===== src/rtl/vc_test_pkg.sv =====
// Shared types and constants for the val/rdy test source and the random-delay helpers.
package vc_test_pkg;

  typedef enum logic [1:0] {
    IDLE  = 2'd0,
    DELAY = 2'd1,
    SEND  = 2'd2,
    DONE  = 2'd3
  } src_state_e;

  localparam int unsigned c_lfsr_nbits = 16;
  // Galois taps for x^16+x^14+x^13+x^11+1
  localparam logic [c_lfsr_nbits-1:0] c_lfsr_taps = 16'hB400;

endpackage


===== src/rtl/vc_EnResetReg.sv =====
// Enabled register with asynchronous active-high reset to a parameterised value.
module vc_EnResetReg #(
  parameter int unsigned         p_nbits       = 1,
  parameter logic [p_nbits-1:0]  p_reset_value = '0
)(
  input  logic               clk,
  input  logic               reset,
  input  logic               en,
  input  logic [p_nbits-1:0] d,
  output logic [p_nbits-1:0] q
);

  always_ff @(posedge clk or posedge reset) begin
    if (reset) begin
      q <= p_reset_value;
    end else if (en) begin
      q <= d;
    end else begin
      q <= q;
    end
  end

endmodule


===== src/rtl/vc_lfsr16.sv =====
// 16-bit right-shifting Galois LFSR; steps on every enabled clock, reloads seed on reset.
module vc_lfsr16
  import vc_test_pkg::*;
#(
  parameter logic [c_lfsr_nbits-1:0] seed = 16'hB5AD
)(
  input  logic                    clk,
  input  logic                    reset,
  input  logic                    en,
  output logic [c_lfsr_nbits-1:0] q
);

  logic [c_lfsr_nbits-1:0] lfsr_d;

  always_comb begin
    lfsr_d = q >> 1;
    if (q[0]) begin
      lfsr_d = (q >> 1) ^ c_lfsr_taps;
    end else begin
      lfsr_d = q >> 1;
    end
  end

  always_ff @(posedge clk or posedge reset) begin
    if (reset) begin
      q <= seed;
    end else if (en) begin
      q <= lfsr_d;
    end else begin
      q <= q;
    end
  end

endmodule


===== src/rtl/vc_test_rand_delay_source.sv =====
// Test source: replays m[] over val/rdy with an LFSR-drawn idle gap before each message.
// Optional protocol self-checks are compiled in with VC_TEST_SOURCE_ASSERT_EN.
module vc_test_rand_delay_source
  import vc_test_pkg::*;
#(
  parameter int unsigned             p_msg_nbits = 1,
  parameter int unsigned             p_num_msgs  = 1024,
  parameter int unsigned             p_max_delay = 0,
  parameter logic [c_lfsr_nbits-1:0] p_lfsr_seed = 16'hB5AD
)(
  input  logic                   clk,
  input  logic                   reset,
  output logic                   val,
  input  logic                   rdy,
  output logic [p_msg_nbits-1:0] msg,
  output logic                   done
);

  localparam int unsigned c_index_nbits = $clog2(p_num_msgs);
  localparam int unsigned c_delay_nbits = (p_max_delay > 0) ? $clog2(p_max_delay + 1) : 1;

  logic [p_msg_nbits-1:0] m [p_num_msgs-1:0];

  src_state_e               state_q, state_d;
  logic [c_delay_nbits-1:0] delay_cnt_q, delay_cnt_d;
  logic [c_index_nbits-1:0] index_s;
  logic [c_lfsr_nbits-1:0]  lfsr_s;
  logic [c_delay_nbits-1:0] draw_s;
  logic                     xfer_s;
  logic                     last_s;

  vc_lfsr16 #(.seed(p_lfsr_seed)) u_lfsr (
    .clk   (clk),
    .reset (reset),
    .en    (1'b1),
    .q     (lfsr_s)
  );

  vc_EnResetReg #(.p_nbits(c_index_nbits), .p_reset_value('0)) u_index (
    .clk   (clk),
    .reset (reset),
    .en    (xfer_s),
    .d     (index_s + c_index_nbits'(1)),
    .q     (index_s)
  );

  // With p_max_delay = 0 the modulus is 1, so the draw folds to a constant zero
  assign draw_s = c_delay_nbits'({16'b0, lfsr_s} % 32'(p_max_delay + 1));
  assign xfer_s = val && rdy;
  assign last_s = (index_s == c_index_nbits'(p_num_msgs - 1));

  assign val  = (state_q == SEND);
  assign done = (state_q == DONE);
  assign msg  = m[index_s];

  always_comb begin
    state_d     = state_q;
    delay_cnt_d = delay_cnt_q;
    case (state_q)
      IDLE: begin
        if (draw_s == '0) begin
          state_d = SEND;
        end else begin
          state_d     = DELAY;
          delay_cnt_d = draw_s;
        end
      end
      DELAY: begin
        delay_cnt_d = delay_cnt_q - c_delay_nbits'(1);
        if (delay_cnt_q == c_delay_nbits'(1)) begin
          state_d = SEND;
        end else begin
          state_d = DELAY;
        end
      end
      SEND: begin
        if (!xfer_s) begin
          state_d = SEND;
        end else if (last_s) begin
          state_d = DONE;
        end else if (draw_s == '0) begin
          state_d = SEND;
        end else begin
          state_d     = DELAY;
          delay_cnt_d = draw_s;
        end
      end
      DONE: begin
        state_d = DONE;
      end
      default: begin
        state_d = IDLE;
      end
    endcase
  end

  always_ff @(posedge clk or posedge reset) begin
    if (reset) begin
      state_q     <= IDLE;
      delay_cnt_q <= '0;
    end else begin
      state_q     <= state_d;
      delay_cnt_q <= delay_cnt_d;
    end
  end

`ifdef VC_TEST_SOURCE_ASSERT_EN
`ifndef VC_ASSERT_NOT_X
`define VC_ASSERT_NOT_X(sig, name) \
  if ($isunknown(sig)) begin \
    $display("%m: expected known value on %s, actual %b", name, sig); \
    $finish; \
  end
`endif

  logic                   val_prev_q;
  logic                   rdy_prev_q;
  logic [p_msg_nbits-1:0] msg_prev_q;

  // Once offered, a message must stay valid and unchanged until it is taken
  always_ff @(posedge clk or posedge reset) begin
    if (reset) begin
      val_prev_q <= 1'b0;
      rdy_prev_q <= 1'b0;
      msg_prev_q <= '0;
    end else begin
      `VC_ASSERT_NOT_X(rdy, "rdy")
      if (val_prev_q && !rdy_prev_q && (!val || (msg != msg_prev_q))) begin
        $display("%m: stalled message changed, expected val=1 msg=%h, actual val=%b msg=%h",
                 msg_prev_q, val, msg);
        $finish;
      end
      val_prev_q <= val;
      rdy_prev_q <= rdy;
      msg_prev_q <= msg;
    end
  end
`endif

endmodule


===== config.mk =====
export PLATFORM = sky130hd
export DESIGN_NAME = vc_test_rand_delay_source
export DESIGN_NICKNAME = d
export VERILOG_FILES = /design/src/rtl/vc_test_pkg.sv /design/src/rtl/vc_EnResetReg.sv /design/src/rtl/vc_lfsr16.sv /design/src/rtl/vc_test_rand_delay_source.sv
export SDC_FILE = /design/constraint.sdc
export NUM_CORES = 1
export LEC_CHECK = 0
export ABC_AREA = 1
export CAP_MARGIN = 20
export CORE_MARGIN = 2
export CORE_UTILIZATION = 31
export CTS_CLUSTER_SIZE = 12
export DETAILED_ROUTE_END_ITERATION = 10
export GPL_ROUTABILITY_DRIVEN = 1
export SLEW_MARGIN = 0
export SYNTH_ARGS = -nofsm -noshare
export SYNTH_HDL_FRONTEND = slang
export SYNTH_SLANG_ARGS = --single-unit

===== constraint.sdc =====
create_clock -name clk -period 1.67 [get_ports clk]
set_clock_uncertainty 0.1 [all_clocks]
set_input_delay 0.334 -clock clk [delete_from_list [all_inputs] [get_ports clk]]
set_output_delay 0.334 -clock clk [all_outputs]
set_load 0.03 [all_outputs]

==> results of run 1 <==
==> flip-flops by register name, indices dropped and copies added (netlist names) <==
signal       count
state_q          2
u_index.q       10
delay_cnt_q      1
==> layout make-up <==
class	instances	area, um2	share of cell area [%]
clock buffer	4	26.3	3.53
timing repair buffer	5	45.0	6.05
tap	27	33.8	4.54
multi-input combinational	50	273	36.6
inverter	11	41.3	5.55
sequential	13	325	43.7
==> per-layer routing <==
layer / vias to the layer above / wire (um) / global-route usage, %
met2: 10 / 429 / 15.6
li1: 247 / - / -
met5: - / 0 / 0
met4: 0 / 10 / 2.78
met3: 2 / 54 / 4.85
met1: 198 / 495 / 10.7
==> Yosys cell counts <==
library cell  count  area [um2]
inv_1            11        41.3
o21ai_2           1        8.76
nor2_4            2        22.5
nand4_1           2        12.5
nor2_1            4        15.0
nand3_4           1        17.5
nand3_1           6        30.0
o21ai_0           2        10.0
nand2_1          24        90.1
conb_1            1        3.75
buf_4             1        7.51
xnor2_1           2        17.5
xor2_1            2        17.5
nand3b_1          2        15.0
ha_1              1        12.5
dfrtp_1          13         325
==> cell families (layout without fill, tap and decap cells) <==
family / after synthesis / in the layout / share of synthesized area [%]
AOI/OAI and AO/OA: 3 / 3 / 2.90
xor gates and xnor gates: 4 / 4 / 5.42
buffers and inverters: 12 / 20 / 7.54
and+or+nand+nor: 41 / 41 / 31.3
other: 1 / 1 / 0.580
DFF: 13 / 13 / 50.3
adders and majority gates: 1 / 1 / 1.93
==> where the power goes <==
part | internal [mW] | switching, mW | total [mW]
logic | 0.0810 | 0.0891 | 0.170
registers | 0.392 | 0.0812 | 0.473
clock network | 0.0925 | 0.0950 | 0.187
==> worst paths after layout <==
path / start / end / depth (start not counted)
max: state_q[0] / done / 3
max reg2reg: u_index.q[0] / u_index.q[8] / 6
max in group asynchronous: reset / u_index.q[3] / 2
min in group clk: delay_cnt_q / delay_cnt_q / 2
min: reset / u_index.q[2] / 2
min reg2reg: delay_cnt_q / delay_cnt_q / 2
==> metrics.md, run 1 <==
| Metric | Value |
|---|---|
| Yosys cell types | `16` |
| Finished Layout Cells | `110` |
| Area growth from synthesis to layout | `15.1%` |
| Initial antenna violation count | `0` |
| Routed via count | `about 460` |
| # setup viols final | `0` |
| Largest net degree at the start of global routing | `14` |
| Maxcap violations | `0` |
| Drt initial violations | `3` |
| Commonest non-fill, non-tap cell in the layout | `nand2_1` |
| # diodes | `0` |
| Routability cong. | `0.769` |
| HP Class | `in2async` |
| WP data arrival | `about 1.1 ns` |
| RSZ-0062 raised after global routing | `no` |
| Crit path launch type | `register` |
| WL/cell | `~9.0 um` |
| Crit. End Element | `primary output` |
| Die Width | `49.7 um` |
| I/O pins | `6` |
| # rows | `16` |
| Inserted Clock Buffers | `3` |
| Status | `finished clean` |
| ANT nets after route | `0` |
| LEAKAGE | `approximately 0.36 nW` |
| Detailed Routing Iterations Pass 1 | `3` |
| Slowest CP cell | `dfrtp_1` |
| Total power | `~0.83 mW` |
| Dpl ws | `~0.083 ns` |
| Critical path fanouts, max | `5` |
| Longest Clk Path Bufs | `2` |
| Initial Utilization | `33.0%` |
| Reg-to-reg slack, setup | `~0.40 ns` |
| DRC Markers | `0` |
| Post-Syn Instances | `75` |
| Most frequent cells in the layout | `24 x nand2_1, 13 x dfrtp_1, 11 x inv_1` |
| WP data required | `roughly 1.2 ns` |
| Port Buffers | `4` |
| Crit-path max cell delay | `roughly 0.4 ns` |
| Syn nets | `roughly 80` |
| WP buf/inv | `2` |
| Fillcell total | `between 200 and 250` |
| Design area | `744 um2` |
| Vias in the first global route | `434` |
| Postcts setup bufs | `0` |
| # resized after CTS | `1` |
| Cts hold-fix bufs | `0` |
| H-tree depth | `1` |
| Detail Placement HPWL | `753 um` |
| Vias/cell | `just over 4` |
| Yosys reg bits | `13` |
| Placed Area | `718 um2` |
| Setup TNS | `0 ns` |
| Seq/Total Area, Yosys | `approximately half` |
| Max Clk Rate | `roughly 640 MHz` |
| Power Density | `about 1100 mW/mm2` |
| Placed Cells | `106` |
| Clock latency on the worst-skew pair | `between 0.2 and 0.3 ns` |
| Die Height | `49.7 um` |
| Mapped cell area | `between 600 and 700 um2` |
| Max VDD drop | `approximately 0.00067 V` |
| Setup CP Type | `reg2out` |
| Synth warn | `0` |
| Root Buffer | `clkbuf_4` |
| Reg clk slew, reported paths | `approximately 0.070 ns` |
| Grt ovf | `0` |
| First-pass GRT wire length | `~1800 um` |
| CP delay by family, top | `flip-flops` |
| Synth Area per Inst | `8.62 um2` |
| Hold WS | `between 0.2 and 0.3 ns` |
| NumNets Final | `approximately 90` |
| Hold Violations, Final | `0` |
| Worst-path cell chain | `nand2_1 > inv_1 > clkdlybuf4s15_1` |
| Max-slew violation count | `0` |
| CTS sink cnt | `13` |
| Core Area | `0.00196 mm2` |
| Final worst slack | `0.103 ns` |
| Die Area | `~0.0025 mm2` |
| Final period utilization | `a little over nine tenths` |
| Fraction of layout cells with a size suffix above 1 | `10.8%` |
| Final core utilization | `between 30% and 40%` |
| CTS tree | `built` |
| Fin crit period | `about 1.6 ns` |
| GRT Util Overall | `under 10%` |
| WL final | `slightly below 1000 um` |
No activity file was read; power rests on OpenSTA's default activity.
==> run 2, diff against run 1 <==
MAX_ROUTING_LAYER = met4   (was not set)
==> metrics.md, run 2 (synthesis gave the netlist of run 1 again) <==
| Metric | Value |
|---|---|
| I/O pins | `6 (unchanged)` |
| # diodes | `0 (unchanged)` |
| WL final | `980 um (-0.91%)` |
| WP buf/inv | `2 (unchanged)` |
| Slowest CP cell | `dfrtp_1` |
| Vias in the first global route | `437 (+0.69%)` |
| Power Density | `1120 mW/mm2 (about the same)` |
| Commonest non-fill, non-tap cell in the layout | `nand2_1` |
| Total power | `0.830 mW (about the same)` |
| Met2 usage in global routing | `15.6% (unchanged)` |
| Largest net degree at the start of global routing | `14 (unchanged)` |
| Reg clk slew, reported paths | `0.07 ns (about the same)` |
| Clock power share | `22.5% (about the same)` |
| Max Clk Rate | `637 MHz (-0.16%)` |
| Status | `finished clean` |
| Internal | `0.565 mW (about the same)` |
| Routability cong. | `0.779 (+1.4%)` |
| Core Area | `0.00196 mm2 (unchanged)` |
| Most frequent cells in the layout | `24 x nand2_1, 13 x dfrtp_1, 11 x inv_1` |
| Die Height | `49.7 um (unchanged)` |
| Port Buffers | `4 (unchanged)` |
| Vias/cell | `4.17 (+0.44%)` |
| P_sw | `0.265 mW (-0.11%)` |
| Final period utilization | `94.0% (+0.15 points)` |
| H-tree depth | `1 (unchanged)` |
| Area occupied by multi-input gates | `273 um2 (unchanged)` |
| CP delay by family, top | `flip-flops` |
| GRT met1 Usage | `10.7% (unchanged)` |
| Area growth from synthesis to layout | `15.1% (unchanged)` |
| Final core utilization | `37.9% (unchanged)` |
| Crit. End Element | `primary output` |
| RSZ-0062 raised after global routing | `no` |
| Setup CP Type | `reg2out` |
| Met3 GRT Util | `4.85% (unchanged)` |
| Fin crit period | `1.57 ns (+0.00247 ns)` |
| Register share of total power | `57.0% (about the same)` |
| Top Usage Layer GRT | `met2` |
| Longest Clk Path Bufs | `2 (unchanged)` |
| Detail Placement HPWL | `753 um (unchanged)` |
| Switching Share | `31.9% (about the same)` |
| DRC Markers | `0 (unchanged)` |
| Detailed Routing Iterations Pass 1 | `2 (-1)` |
| WL/cell | `8.91 um (-0.91%)` |
| Dpl ws | `0.0835 ns (unchanged)` |
| Fillcell total | `218 (unchanged)` |
| Worst-path cell chain | `nand2_1 > inv_1 > clkdlybuf4s15_1` |
| Comb pwr share | `20.5% (about the same)` |
| Maxcap violations | `0 (unchanged)` |
| Postcts setup bufs | `0 (unchanged)` |
| Critical path fanouts, max | `5 (unchanged)` |
| Max FFs per register | `10 (unchanged)` |
| Cts hold-fix bufs | `0 (unchanged)` |
| Routed via count | `459 (+0.44%)` |
| Drt initial violations | `4 (+1)` |
| HP Class | `in2async` |
| Die Area | `0.00247 mm2 (unchanged)` |
| Hold Violations, Final | `0 (unchanged)` |
| Largest regs | `u_index.q: 10 flops, state_q: 2 flops, delay_cnt_q: 1 flops` |
| GRT Util Overall | `9.74% (+0.26 points)` |
| Die Width | `49.7 um (unchanged)` |
| Reg with most FFs | `u_index.q` |
| LEAKAGE | `0.364 nW (unchanged)` |
| Initial antenna violation count | `0 (unchanged)` |
| Crit path launch type | `register` |
| Final worst slack | `0.100 ns (-0.00247 ns)` |
| Root Buffer | `clkbuf_4` |
| NumNets Final | `88 (unchanged)` |
| WP data arrival | `1.14 ns (about the same)` |
| ANT nets after route | `0 (unchanged)` |
| Initial Utilization | `33.0% (unchanged)` |
| First-pass GRT wire length | `1750 um (unchanged)` |
| # setup viols final | `0 (unchanged)` |
| CTS sink cnt | `13 (unchanged)` |
| Max-slew violation count | `0 (unchanged)` |
| Clock latency on the worst-skew pair | `0.27 ns (about the same)` |
| CTS tree | `built` |
| Fraction of layout cells with a size suffix above 1 | `10.8% (unchanged)` |
| Inserted Clock Buffers | `3 (unchanged)` |
| WP data required | `1.24 ns (about the same)` |
| # rows | `16 (unchanged)` |
| Grt ovf | `0 (unchanged)` |
| Setup TNS | `0 ns (unchanged)` |
| Reg area | `325 um2 (unchanged)` |
| Crit-path max cell delay | `0.40 ns (about the same)` |
| Max VDD drop | `0.000670 V (about the same)` |
[run 2: final cells by class]
class	count	area share, %
inverter	11	5.55
timing repair buffer	5	6.05
multi-input combinational	50	36.6
sequential	13	43.7
clock buffer	4	3.53
tap	27	4.54
[run 2: repair_timing]
item                                    CTS  global route
hold endpoints to repair                  0             0
cloned                                    0             0
endpoints found under the setup margin    1             1
resized for setup                         1             1
[run 2: through the flow]
step                hold slack [ns]  instance area [um2]  std cells
CTS                           0.294                  743        110
floorplan                     0.111                  647         75
global placement              0.383                  718        106
detailed placement            0.389                  718        106
global route                  0.338                  744        110
finish                        0.281                  744        110
[run 2: final timing paths]
kind                       slack, ns  depth (start not counted)    startpoint            to
setup / recovery                0.10                          3    state_q[0]          done
hold / removal                  0.28                          2         reset  u_index.q[2]
setup reg to reg                0.40                          6  u_index.q[0]  u_index.q[8]
hold reg to reg                 0.40                          2   delay_cnt_q   delay_cnt_q
max in group asynchronous       0.86                          2         reset  u_index.q[3]
min in group clk                0.40                          2   delay_cnt_q   delay_cnt_q
[run 2: power by group through the flow]
stage	combinational (mW)	clock [mW]	sequential, mW
6_report	0.170	0.187	0.473
5_1_grt	0.199	0.215	0.482
4_1_cts	0.175	0.199	0.472
3_5_place_dp	0.171	0	0.479
3_3_place_gp	0.169	0	0.474
2_1_floorplan	0.146	0	0.458
[run 2: per-layer routing]
| layer | vias up | routed length [um] |
|---|---|---|
| li1 | 246 | - |
| met1 | 200 | 495 |
| met2 | 9 | 420 |
| met3 | 4 | 49 |
| met4 | 0 | 14 |
| met5 | - | 0 |
